===== src/rtl/fifo_control_pkg.sv =====
// fifo_control_pkg: shared FIFO geometry so the memory, controller and bench agree
package fifo_control_pkg;
  localparam int FIFO_MEM_SIZE = 8;
  localparam int FIFO_WORD_SIZE = 10;
  localparam int FIFO_PTR = 3;
endpackage


===== src/rtl/ptr_counter.sv =====
// ptr_counter: wrap-around pointer with enable and async reset
module ptr_counter #(
  parameter int W = 3
) (
  input  logic         clk,
  input  logic         reset,
  input  logic         en,
  output logic [W-1:0] q
);
  always_ff @(posedge clk or posedge reset)
    if (reset) q <= '0;
    else if (en) q <= q + 1'b1;
endmodule


===== src/rtl/fifo_control.sv =====
// fifo_control: pointer/flag controller for the dual-pointer FIFO memory
module fifo_control
  import fifo_control_pkg::*;
#(
  parameter int MEM_SIZE = FIFO_MEM_SIZE,
  parameter int WORD_SIZE = FIFO_WORD_SIZE,
  parameter int PTR = FIFO_PTR
) (
  input  logic                 clk,
  input  logic                 reset,
  input  logic                 push_req,
  input  logic                 pop_req,
  input  logic [WORD_SIZE-1:0] data_in,
  input  logic [PTR:0]         umbral_alto,
  input  logic [PTR:0]         umbral_bajo,
  input  logic [WORD_SIZE-1:0] data_out_MM,
  output logic                 push,
  output logic                 pop,
  output logic [PTR-1:0]       wr_ptr,
  output logic [PTR-1:0]       rd_ptr,
  output logic [WORD_SIZE-1:0] data_in_MM,
  output logic [WORD_SIZE-1:0] data_out,
  output logic                 valid_out,
  output logic [PTR:0]         count,
  output logic                 full,
  output logic                 empty,
  output logic                 almost_full,
  output logic                 almost_empty,
  output logic                 error
);
  always_comb begin
    full = count == (PTR+1)'(MEM_SIZE);
    empty = count == '0;
    almost_full = count >= umbral_alto;
    almost_empty = count <= umbral_bajo;
    push = push_req & ~full & ~reset;
    pop = pop_req & ~empty & ~reset;
    data_in_MM = data_in;
    data_out = data_out_MM;
  end
  ptr_counter #(.W(PTR)) u_wr (.clk(clk), .reset(reset), .en(push), .q(wr_ptr));
  ptr_counter #(.W(PTR)) u_rd (.clk(clk), .reset(reset), .en(pop), .q(rd_ptr));
  always_ff @(posedge clk or posedge reset)
    if (reset) begin
      count <= '0;
      valid_out <= 1'b0;
      error <= 1'b0;
    end else begin
      count <= count + (PTR+1)'(push) - (PTR+1)'(pop);
      valid_out <= pop;
      error <= error | (push_req & full) | (pop_req & empty);
    end
endmodule


===== config.mk =====
export PLATFORM = sky130hd
export DESIGN_NAME = fifo_control
export DESIGN_NICKNAME = d
export VERILOG_FILES = /design/src/rtl/fifo_control_pkg.sv /design/src/rtl/ptr_counter.sv /design/src/rtl/fifo_control.sv
export SDC_FILE = /design/constraint.sdc
export NUM_CORES = 1
export LEC_CHECK = 0
export CAP_MARGIN = 15
export CORE_ASPECT_RATIO = 2
export CORE_MARGIN = 3
export CORE_UTILIZATION = 37
export DETAILED_ROUTE_END_ITERATION = 8
export PLACE_DENSITY_LB_ADDON = 0.08
export SLEW_MARGIN = 40
export SYNTH_ARGS = -nofsm -noshare
export SYNTH_HDL_FRONTEND = slang
export SYNTH_SLANG_ARGS = --single-unit
export TNS_END_PERCENT = 50

===== constraint.sdc =====
create_clock -name clk -period 7.17 [get_ports clk]
set_clock_uncertainty 0.15 [all_clocks]
set_input_delay 1.434 -clock clk [delete_from_list [all_inputs] [get_ports clk]]
set_output_delay 1.434 -clock clk [all_outputs]
set_load 0.1 [all_outputs]

# Yosys cells after proc, flatten, opt, wreduce, memory -nomap -nowiden
# Cells that the tools add are included.
# classes
order_cmp,2
bitwise_logic,11
eq_ne,1
add_sub_neg,4
n_reduce_logical,1
# ops
op,n
3-bit by 1-bit adder with 3-bit output (second input constant),2
1-bit AND,6
4-bit by 1-bit adder with 4-bit output,1
4-bit equality test (second input constant),1
4-bit >= comparator,1
4-bit less-or-equal comparator,1
4-bit zero test,1
4-bit by 1-bit subtractor with 4-bit output,1
1-bit inverter,3
1-bit OR,2
# word_totals
register_bits,12
output_inout_bits,38
inputBits,32

# Logic depth before layout (Yosys ltp)
# Gate-level depths: netlist of run 1.
# logic_depth
word_depth,6
ltp_mapped,10
depth_no_buf,10

# Hierarchy
# Synthesis of run 1 repeated with hierarchy kept, for this count alone.
# unflattened
cells_unflattened,94
area_unflattened_um2,944.7
# by_module_without_submodules
module,area_each_um2,seq_area_each_um2,cells_per_inst,instances
fifo_control,689.4,150.1,76,1
ptr_counter,127.6,75.1,9,2

# Worst setup path after synthesis of run 1
# OpenSTA, ideal clock, no wires.
# synth_path
path_type,input port to output port
startpoint,input port umbral_alto[0]
endpoint,output port almost_full
path_buffers,0
setup_slack_ns,1.647
stages,4
arrival_ns,3.939
path_cell_list,ha_1 -> nand2b_1 -> a21oi_1 -> o21ai_0
# synth_via
elab_chain_cells,1
# synth_lines
element,line_no,source
"start, declared",fifo_control.sv:14,"input logic [PTR:0] umbral_alto,"
4-bit >= comparator,fifo_control.sv:34,almost_full = count >= umbral_alto;
"end, declared",fifo_control.sv:27,"output logic almost_full,"
# Every way passes these cells.

# Worst setup path after layout of run 1
# layout_path
startpoint,input port umbral_bajo[2]
endpoint,output port almost_empty
# layout_via
elab_chain_cells,1
# layout_lines
element,line_no,source
"start, declared",fifo_control.sv:15,"input logic [PTR:0] umbral_bajo,"
4-bit less-or-equal comparator,fifo_control.sv:35,almost_empty = count <= umbral_bajo;
"end, declared",fifo_control.sv:28,"output logic almost_empty,"
# Every way passes these cells.

==> out/summary.txt, run 1 <==
Most frequent cells in the layout = buf_2, ha_1, inv_1
Vias per cell = 4.92
Antenna violation net count after detailed routing = 0
Initial Util = 0.400
Core Footprint = 0.00241 mm2
Reg2Reg Launch Point = count[2]
Routed vias = 645
Worst-margin pin slew = 492 ps
Cell chain of the critical path = clkdlybuf4s50_1 -> inv_1 -> ha_1 -> a21oi_1 -> o22ai_1 -> o22ai_1 -> buf_2
Worst rel slew slack = 0.674
Slowest stage delay, CP = 450 ps
CTS max path bufs = 2
Ys Warns = 0
Number of diodes = 0
Critical Path End Type = primary output
Worst hold slack = 316 ps
I/O pin count = 70
CP delay by family, top = buffers and inverters
R2R setup slack = 4680 ps
Status = completed
Commonest non-fill, non-tap cell in the layout = buf_2
Layout cells sized above 1 = 0.279
Register Area = 300 um2
Final period utilization = 0.644
Endpoints failing setup = 0
Syn Area/Cell = 10.6 um2
TritonCTS clock tree = built
Routability cong. = 0.711
Number of global-route vias before repair = 732
Worst path most repeated cell = o22ai_1
CP Data Arrival Time = 3030 ps
Buf/Inv on CP = 3
Clk_lat worst skew = 240 ps
Mapped Area = 963 um2
Post-CTS Setup Inserts = 0
IO buf count = 29
Total congestion overflow = 0
Final WS setup = 2550 ps
Die Ht = 78.2 um
Synth cell types = 19
Die area = 0.00329 mm2
Min-delay src = u_rd.q[2]
Maximum fanout along the worst path = 2
Synthesized flop and latch total = 12
Post-CTS Hold Buffers = 0
Worst-path clk slew = 50 ps
Gate Count Post-Synth = 91
RSZ-0062 raised after global routing = false
Largest net degree at the start of global routing = 13
Slew Viols, Final = 0
Final hold vios = 0
Pre-CTS setup slack = 2550 ps
Final HPWL DP = 1.50 mm
DR DRC count = 0
Seq/Total Area, Yosys = 0.312
WHS Endpoint = u_rd.q[2]
DR iter-0 viols = 6
Max cap viols = 0
Syn Nets = 140
Post-Route Setup TNS = 0 ps
Hold path depth = 1
Root Buffer = clkbuf_8
Global-route wire length before repair = 3.38 mm
Peak Freq = 0.217 GHz
Critical path's slowest cell = clkdlybuf4s50_1
Hold Crit Class = reg -> reg
Reg2reg end = count[3]
Fill cells = 229
Worst Reg-to-Reg Cells = 10
Area added between synthesis and finish = 14.4%
Avg WL per Cell = 14.0 um
Nets = 154
H-tree depth = 1
Clock sinks = 12
CP Class = in -> out
DIE WIDTH = 42.1 um
Clock buffer count from CTS = 3
Routed wire length = 1.84 mm
Worst EP required = 5590 ps
# rows = 25
Tot GR Track Use = 0.133
DRT Pass-1 Iters = 4
CP Launch Type = primary input
Area of the multi-input gates = 457 um2
Crit path time final = 4620 ps
Post_cts resized = 0
Initial antenna violation count = 0
## registers in the layout, indices dropped and copies added (netlist names)
signal     count
u_rd.q         3
valid_out      1
u_wr.q         3
error          1
count          4
## stage by stage
step,cells,cell area [um2],utilization
6_report,131,1100,0.458
5_1_grt,131,1100,0.458
4_1_cts,131,1100,0.458
3_5_place_dp,127,1050,0.435
3_3_place_gp,127,1140,0.472
2_1_floorplan,91,963,-
## logic make-up (layout without fill, tap and decap cells)
logic type	count (synthesis)	count (layout)	share of synthesized area
buffers and inverters	35	48	0.214
adder cells (fa/ha/maj)	17	17	0.229
flip-flops	12	12	0.312
AO/OA/AOI/OAI	10	10	0.0649
AND/OR/NAND/NOR	9	9	0.0948
XOR/XNOR	6	6	0.0545
multiplexers	2	2	0.0312
## cell type report
cell class                      instances  area share
Sequential cell                        12       0.272
Multi-Input combinational cell         44       0.414
Tap cell                               27      0.0306
Inverter                               15      0.0511
Timing Repair Buffer                   29       0.182
Clock buffer                            4      0.0499
## metal layers
| layer | part of all wire | up-vias | global-route usage |
|---|---|---|---|
| met5 | 0 | - | 0 |
| met4 | 0.031 | 0 | 0.0810 |
| met3 | 0.10 | 9 | 0.0596 |
| met1 | 0.35 | 283 | 0.138 |
| li1 | - | 305 | - |
| met2 | 0.51 | 48 | 0.216 |
## worst max-delay path by stage
| stage | start | to | slack (ps) | depth (start not counted) |
|---|---|---|---|---|
| 6_report | umbral_bajo[2] | almost_empty | 2550 | 7 |
| 3_5_place_dp | umbral_bajo[2] | almost_empty | 2550 | 7 |
| 5_1_grt | umbral_bajo[2] | almost_empty | 2460 | 7 |
| 4_1_cts | umbral_bajo[2] | almost_empty | 2530 | 7 |
| 2_1_floorplan | umbral_alto[0] | almost_full | 1650 | 4 |
| 3_3_place_gp | umbral_bajo[2] | almost_empty | 1880 | 7 |
## worst reg2reg max path, delay by kind of cell (launching register included)
kind / cells / cell delay [ps]
AO/OA/AOI/OAI: 2 / 360
AND/OR/NAND/NOR: 2 / 520
buffers and inverters: 2 / 150
adder cells (fa/ha/maj): 3 / 690
flip-flops: 1 / 380
XOR/XNOR: 1 / 150
## Yosys cell counts
cell type  number  area, um2
fa_1            1       20.0
buf_4          20        150
xor2_1          6       52.6
inv_1          15       56.3
nand2_1         1       3.75
nand3_1         1       5.00
dfrtp_1        12        300
o22ai_1         2       12.5
ha_1           16        200
nor3b_4         1       18.8
a31o_2          1       8.76
nor3b_2         3       37.5
mux2_4          2       30.0
o21ai_0         1       5.00
nand2b_1        1       6.26
a22o_1          1       8.76
nor4bb_1        2       20.0
a21oi_1         4       20.0
a21o_1          1       7.51
Power of run 1 is left out: the tool's default activity adds up to more than one toggle a clock period on the data nets, which glitch-free logic cannot reach.
==> run 2: changes to the inputs <==
--- a/config.mk
+++ b/config.mk
@@ -8,7 +8,7 @@
 export CAP_MARGIN = 15
 export CORE_ASPECT_RATIO = 2
 export CORE_MARGIN = 3
-export CORE_UTILIZATION = 37
+export CORE_UTILIZATION = 34
 export DETAILED_ROUTE_END_ITERATION = 8
 export PLACE_DENSITY_LB_ADDON = 0.08
 export SLEW_MARGIN = 40
==> constraint.sdc (replaced) <==
create_clock -name clk -period 4.7 [get_ports clk]
set_clock_uncertainty 0.15 [all_clocks]
set_input_delay 0.94 -clock clk [delete_from_list [all_inputs] [get_ports clk]]
set_output_delay 0.94 -clock clk [all_outputs]
set_load 0.1 [all_outputs]
==> run 2 against run 1 <==
  * Die area is 7.8% higher
  * Via count is 1.2% higher
  * Critical path depth stayed put
  * Final cell count is 0.76% higher
  * Sequential share of layout area is 0.28 points lower
  * Worst setup slack worse by 1400 ps
  * Register-to-register slack worse by 2500 ps
  * Count of clock-buffer cells in the layout stayed put
  * Design area is 1.0% higher
  * Utilization is 3.5 points lower
  * Global-route usage is 1.3 points lower
  * Non-clock buffer count stayed put
  * Critical path type unchanged
  * Critical endpoint unchanged
==> out/summary.txt, run 2 (synthesis gave the netlist of run 1 again) <==
CTS max path bufs = 2 (unchanged)
Total congestion overflow = 0 (unchanged)
Max FFs per register = 4 (unchanged)
DRT Pass-1 Iters = 4 (unchanged)
IO buf count = 29 (unchanged)
Initial Util = 0.366 (was 0.400)
Die area = 0.00355 mm2 (was 0.00329 mm2)
Largest regs = count (4), u_rd.q (3), u_wr.q (3) (unchanged)
Biggest register = count (unchanged)
Post_cts resized = 0 (unchanged)
Clock buffer count from CTS = 3 (unchanged)
CP Data Arrival Time = 2420 ps (was 3030 ps)
Die Ht = 81.3 um (was 78.2 um)
Final HPWL DP = 1.49 mm (was 1.50 mm)
H-tree depth = 1 (unchanged)
CP startpoint = umbral_bajo[2] (unchanged)
Commonest non-fill, non-tap cell in the layout = ha_1 (was buf_2)
Slew Viols, Final = 0 (unchanged)
Vias per cell = 4.95 (was 4.92)
Core Footprint = 0.00264 mm2 (was 0.00241 mm2)
Crit path time final = 3510 ps
R2R setup slack = 2210 ps (was 4680 ps)
Max cap viols = 0 (unchanged)
Final hold vios = 0 (unchanged)
Antenna violation net count after detailed routing = 0 (unchanged)
Layout cells sized above 1 = 0.279 (unchanged)
DR DRC count = 0 (unchanged)
Worst rel slew slack = 0.678 (was 0.674)
Hold Crit Class = reg -> reg (unchanged)
Reg2Reg Launch Point = count[2] (unchanged)
Initial antenna violation count = 0 (unchanged)
Global-route wire length before repair = 3.13 mm (was 3.38 mm)
Routed vias = 653 (was 645)
Clk_lat worst skew = 240 ps (about the same)
Reg2reg end = count[3] (unchanged)
Final period utilization = 0.747
Post-Route Setup TNS = 0 ps (unchanged)
CP Class = in -> out (unchanged)
CP Launch Type = primary input (unchanged)
Routed wire length = 1.79 mm (was 1.84 mm)
Worst setup endpoint = almost_empty (unchanged)
Post-CTS Hold Buffers = 0 (unchanged)
Area of the multi-input gates = 457 um2 (unchanged)
DR iter-0 viols = 4 (was 6)
Worst-path clk slew = 50 ps (about the same)
Worst Reg-to-Reg Cells = 10 (unchanged)
Tot GR Track Use = 0.120 (was 0.133)
Nets = 154 (unchanged)
# rows = 26 (was 25)
RSZ-0062 raised after global routing = false (unchanged)
Peak Freq = 0.285 GHz
Clock sinks = 12 (unchanged)
Worst-margin pin slew = 482 ps (was 492 ps)
Number of diodes = 0 (unchanged)
Largest net degree at the start of global routing = 13 (unchanged)
Status = completed (unchanged)
Maximum fanout along the worst path = 2 (unchanged)
Post-CTS Setup Inserts = 0 (unchanged)
Register Area = 300 um2 (unchanged)
Avg WL per Cell = 13.6 um (was 14.0 um)
Routability cong. = 0.680 (was 0.711)
Fill cells = 265 (was 229)
Area added between synthesis and finish = 15.6% (was 14.4%)
Most frequent cells in the layout = ha_1, inv_1, buf_2 (was buf_2, ha_1, inv_1)
DIE WIDTH = 43.6 um (was 42.1 um)
I/O pin count = 70 (unchanged)
Endpoints failing setup = 0 (unchanged)
Critical Path End Type = primary output (unchanged)
Root Buffer = clkbuf_8 (unchanged)
TritonCTS clock tree = built (unchanged)
Worst EP required = 3610 ps (was 5590 ps)
Number of global-route vias before repair = 744 (was 732)
run 2: through the flow:
| stage | std cells | hold slack [ps] | utilization | instance area [um2] | setup slack [ps] |
|---|---|---|---|---|---|
| final | 132 | 311 | 0.423 | 1110 | 1190 |
| after global routing | 132 | 341 | 0.423 | 1110 | 1070 |
| after CTS | 132 | 318 | 0.423 | 1110 | 1180 |
| after detailed placement | 128 | 309 | 0.402 | 1060 | 1180 |
| after global placement | 128 | 303 | 0.428 | 1130 | 1230 |
| after floorplan | 91 | 655 | - | 963 | 208 |
run 2: layer usage:
| metal | vias up | global-route usage | wire length (um) |
|---|---|---|---|
| li1 | 304 | - | - |
| met5 | - | 0 | 0 |
| met1 | 296 | 0.105 | 649 |
| met3 | 10 | 0.0443 | 182 |
| met4 | 0 | 0.0876 | 61 |
| met2 | 43 | 0.213 | 896 |
run 2: critical path: stages:
cell and delay, ps:
clkdlybuf4s50_1 450, inv_1 40, ha_1 300, a21oi_1 160, o22ai_1 100, o22ai_1 130, buf_4 310
run 2: layout make-up:
class                           count  share of cell area
Tap cell                           28              0.0315
Clock buffer                        4              0.0494
Multi-Input combinational cell     44               0.410
Inverter                           15              0.0506
Sequential cell                    12               0.270
Timing Repair Buffer               29               0.189
run 2: worst min path at each step:
stage	from	end	slack, ps	cells past startpoint
2_1_floorplan	reset	count[0]	650	1
3_3_place_gp	error	error	300	1
3_5_place_dp	u_wr.q[2]	u_wr.q[2]	310	1
4_1_cts	u_rd.q[2]	u_rd.q[2]	320	1
5_1_grt	error	error	340	1
6_report	u_rd.q[2]	u_rd.q[2]	310	1
Power of run 2 is left out for the same reason.
==> run 3: changes to the inputs <==
--- a/config.mk
+++ b/config.mk
@@ -8,7 +8,7 @@
 export CAP_MARGIN = 15
 export CORE_ASPECT_RATIO = 2
 export CORE_MARGIN = 3
-export CORE_UTILIZATION = 34
+export CORE_UTILIZATION = 31
 export DETAILED_ROUTE_END_ITERATION = 8
 export PLACE_DENSITY_LB_ADDON = 0.08
 export SLEW_MARGIN = 40
==> constraint.sdc (replaced) <==
create_clock -name clk -period 3 [get_ports clk]
set_clock_uncertainty 0.15 [all_clocks]
set_input_delay 0.6 -clock clk [delete_from_list [all_inputs] [get_ports clk]]
set_output_delay 0.6 -clock clk [all_outputs]
set_load 0.1 [all_outputs]
==> run 3 against run 2 <==
  * Non-clock buffer count up 1
  * Critical path depth unchanged
  * Wire length up 12%
  * Highest routed layer unchanged
==> out/summary.txt, run 3 (synthesis gave the netlist of run 1 again) <==
Avg WL per Cell = 14.8 um (was 13.6 um)
CP Launch Type = primary input (unchanged)
DR iter-0 viols = 4 (unchanged)
Hold Crit Class = reg -> reg (unchanged)
Fin util = 0.431 (was 0.423)
Largest regs = count (4), u_rd.q (3), u_wr.q (3) (unchanged)
CP Data Arrival Time = 2020 ps (was 2420 ps)
Area of the multi-input gates = 529 um2 (was 457 um2)
Fill cells = 292 (was 265)
Number of global-route vias before repair = 732 (was 744)
Met2 routed WL = 1.11 mm (was 896 um)
Post_cts resized = 0 (unchanged)
Final period utilization = 0.923
Initial antenna violation count = 0 (unchanged)
Post-Route Setup TNS = 0 ps (unchanged)
H-tree depth = 1 (unchanged)
Routed vias = 649 (was 653)
# rows = 28 (was 26)
Worst rel slew slack = 0.667 (was 0.678)
Biggest register = count (unchanged)
Dpl cell area = 0.00124 mm2 (was 0.00106 mm2)
Max cap viols = 0 (unchanged)
Routability cong. = 0.647 (was 0.680)
Tot GR Track Use = 0.116 (was 0.120)
Post-CTS Setup Inserts = 0 (unchanged)
Slowest stage delay, CP = 460 ps (was 450 ps)
Final HPWL DP = 1.66 mm (was 1.49 mm)
Routed wire length = 2.00 mm (was 1.79 mm)
Die Ht = 84.8 um (was 81.3 um)
Clock buffer count from CTS = 3 (unchanged)
Post-CTS Hold Buffers = 0 (unchanged)
Status = completed (unchanged)
Final hold vios = 0 (unchanged)
DIE WIDTH = 45.4 um (was 43.6 um)
Endpoints failing setup = 0 (unchanged)
Number of diodes = 0 (unchanged)
CP delay by family, top = buffers and inverters (unchanged)
Total congestion overflow = 0 (unchanged)
Peak Freq = 0.361 GHz
Antenna violation net count after detailed routing = 0 (unchanged)
Nets = 155 (was 154)
Die area = 0.00385 mm2 (was 0.00355 mm2)
Final instance area = 0.00128 mm2 (was 0.00111 mm2)
Critical Path End Type = primary output (unchanged)
CTS max path bufs = 2 (unchanged)
Vias per cell = 4.81 (was 4.95)
Slew Viols, Final = 0 (unchanged)
I/O pin count = 70 (unchanged)
Clock sinks = 12 (unchanged)
Commonest non-fill, non-tap cell in the layout = buf_4 (was ha_1)
Layout cells sized above 1 = 0.419 (was 0.279)
DRT Pass-1 Iters = 3 (was 4)
Critical path's slowest cell = clkdlybuf4s50_1 (unchanged)
Max FFs per register = 4 (unchanged)
Initial Util = 0.324 (was 0.366)
IO buf count = 29 (unchanged)
Most frequent cells in the layout = buf_4, ha_1, inv_1, clkdlybuf4s50_1, dfrtp_1 (was ha_1, inv_1, buf_2)
DR DRC count = 0 (unchanged)
TritonCTS clock tree = built (unchanged)
Worst EP required = 2250 ps (was 3610 ps)
Top Metal Used = met4 (unchanged)
Largest net degree at the start of global routing = 13 (unchanged)
Clk_lat worst skew = 240 ps (about the same)
Buf/Inv on CP = 3 (unchanged)
Core Footprint = 0.00298 mm2 (was 0.00264 mm2)
Maximum fanout along the worst path = 2 (unchanged)
Register Area = 310 um2 (was 300 um2)
WL met1 = 673 um (was 649 um)
Global-route wire length before repair = 3.31 mm (was 3.13 mm)
Root Buffer = clkbuf_8 (unchanged)
RSZ-0062 raised after global routing = false (unchanged)
Area added between synthesis and finish = 33.2% (was 15.6%)
Worst-path clk slew = 50 ps (about the same)
CP Class = in -> out (unchanged)
Worst-margin pin slew = 499 ps (was 482 ps)
Crit path time final = 2770 ps
Cell chain of the critical path = clkdlybuf4s50_1 -> inv_1 -> ha_1 -> a21oi_1 -> o22ai_1 -> o22ai_2 -> buf_12 (was clkdlybuf4s50_1 -> inv_1 -> ha_1 -> a21oi_1 -> o22ai_1 -> o22ai_1 -> buf_4)
Met3 WL = 190 um (was 182 um)
## run 3: worst paths after layout
| path | startpoint | endpoint | slack [ps] | cells past startpoint |
|---|---|---|---|---|
| max in group asynchronous | reset | count[2] | 1550 | 2 |
| setup / recovery | umbral_bajo[2] | almost_empty | 230 | 7 |
| hold / removal | u_rd.q[2] | u_rd.q[2] | 320 | 1 |
| setup reg to reg | count[2] | count[2] | 690 | 9 |
| min in group asynchronous | reset | u_rd.q[1] | 770 | 2 |
| hold reg to reg | u_rd.q[2] | u_rd.q[2] | 320 | 1 |
## run 3: metrics by stage
step	hold slack, ps	setup WS, ps	cells
after floorplan	315	-503	91
after global placement	308	260	131
after detailed placement	315	241	131
after CTS	328	231	135
after global routing	341	158	135
final	324	232	135
## run 3: area by class of cell
class | instances | area share
multi-input combinational | 44 | 0.412
timing repair buffer | 30 | 0.236
clock buffer | 4 | 0.0351
sequential | 12 | 0.242
inverter | 15 | 0.0458
tap | 30 | 0.0292
## run 3: routing by layer
layer,GRT usage,vias to the layer above
li1,-,306
met1,0.128,298
met2,0.190,41
met3,0.0425,4
met4,0.0507,0
met5,0,-
Power of run 3 is left out for the same reason.
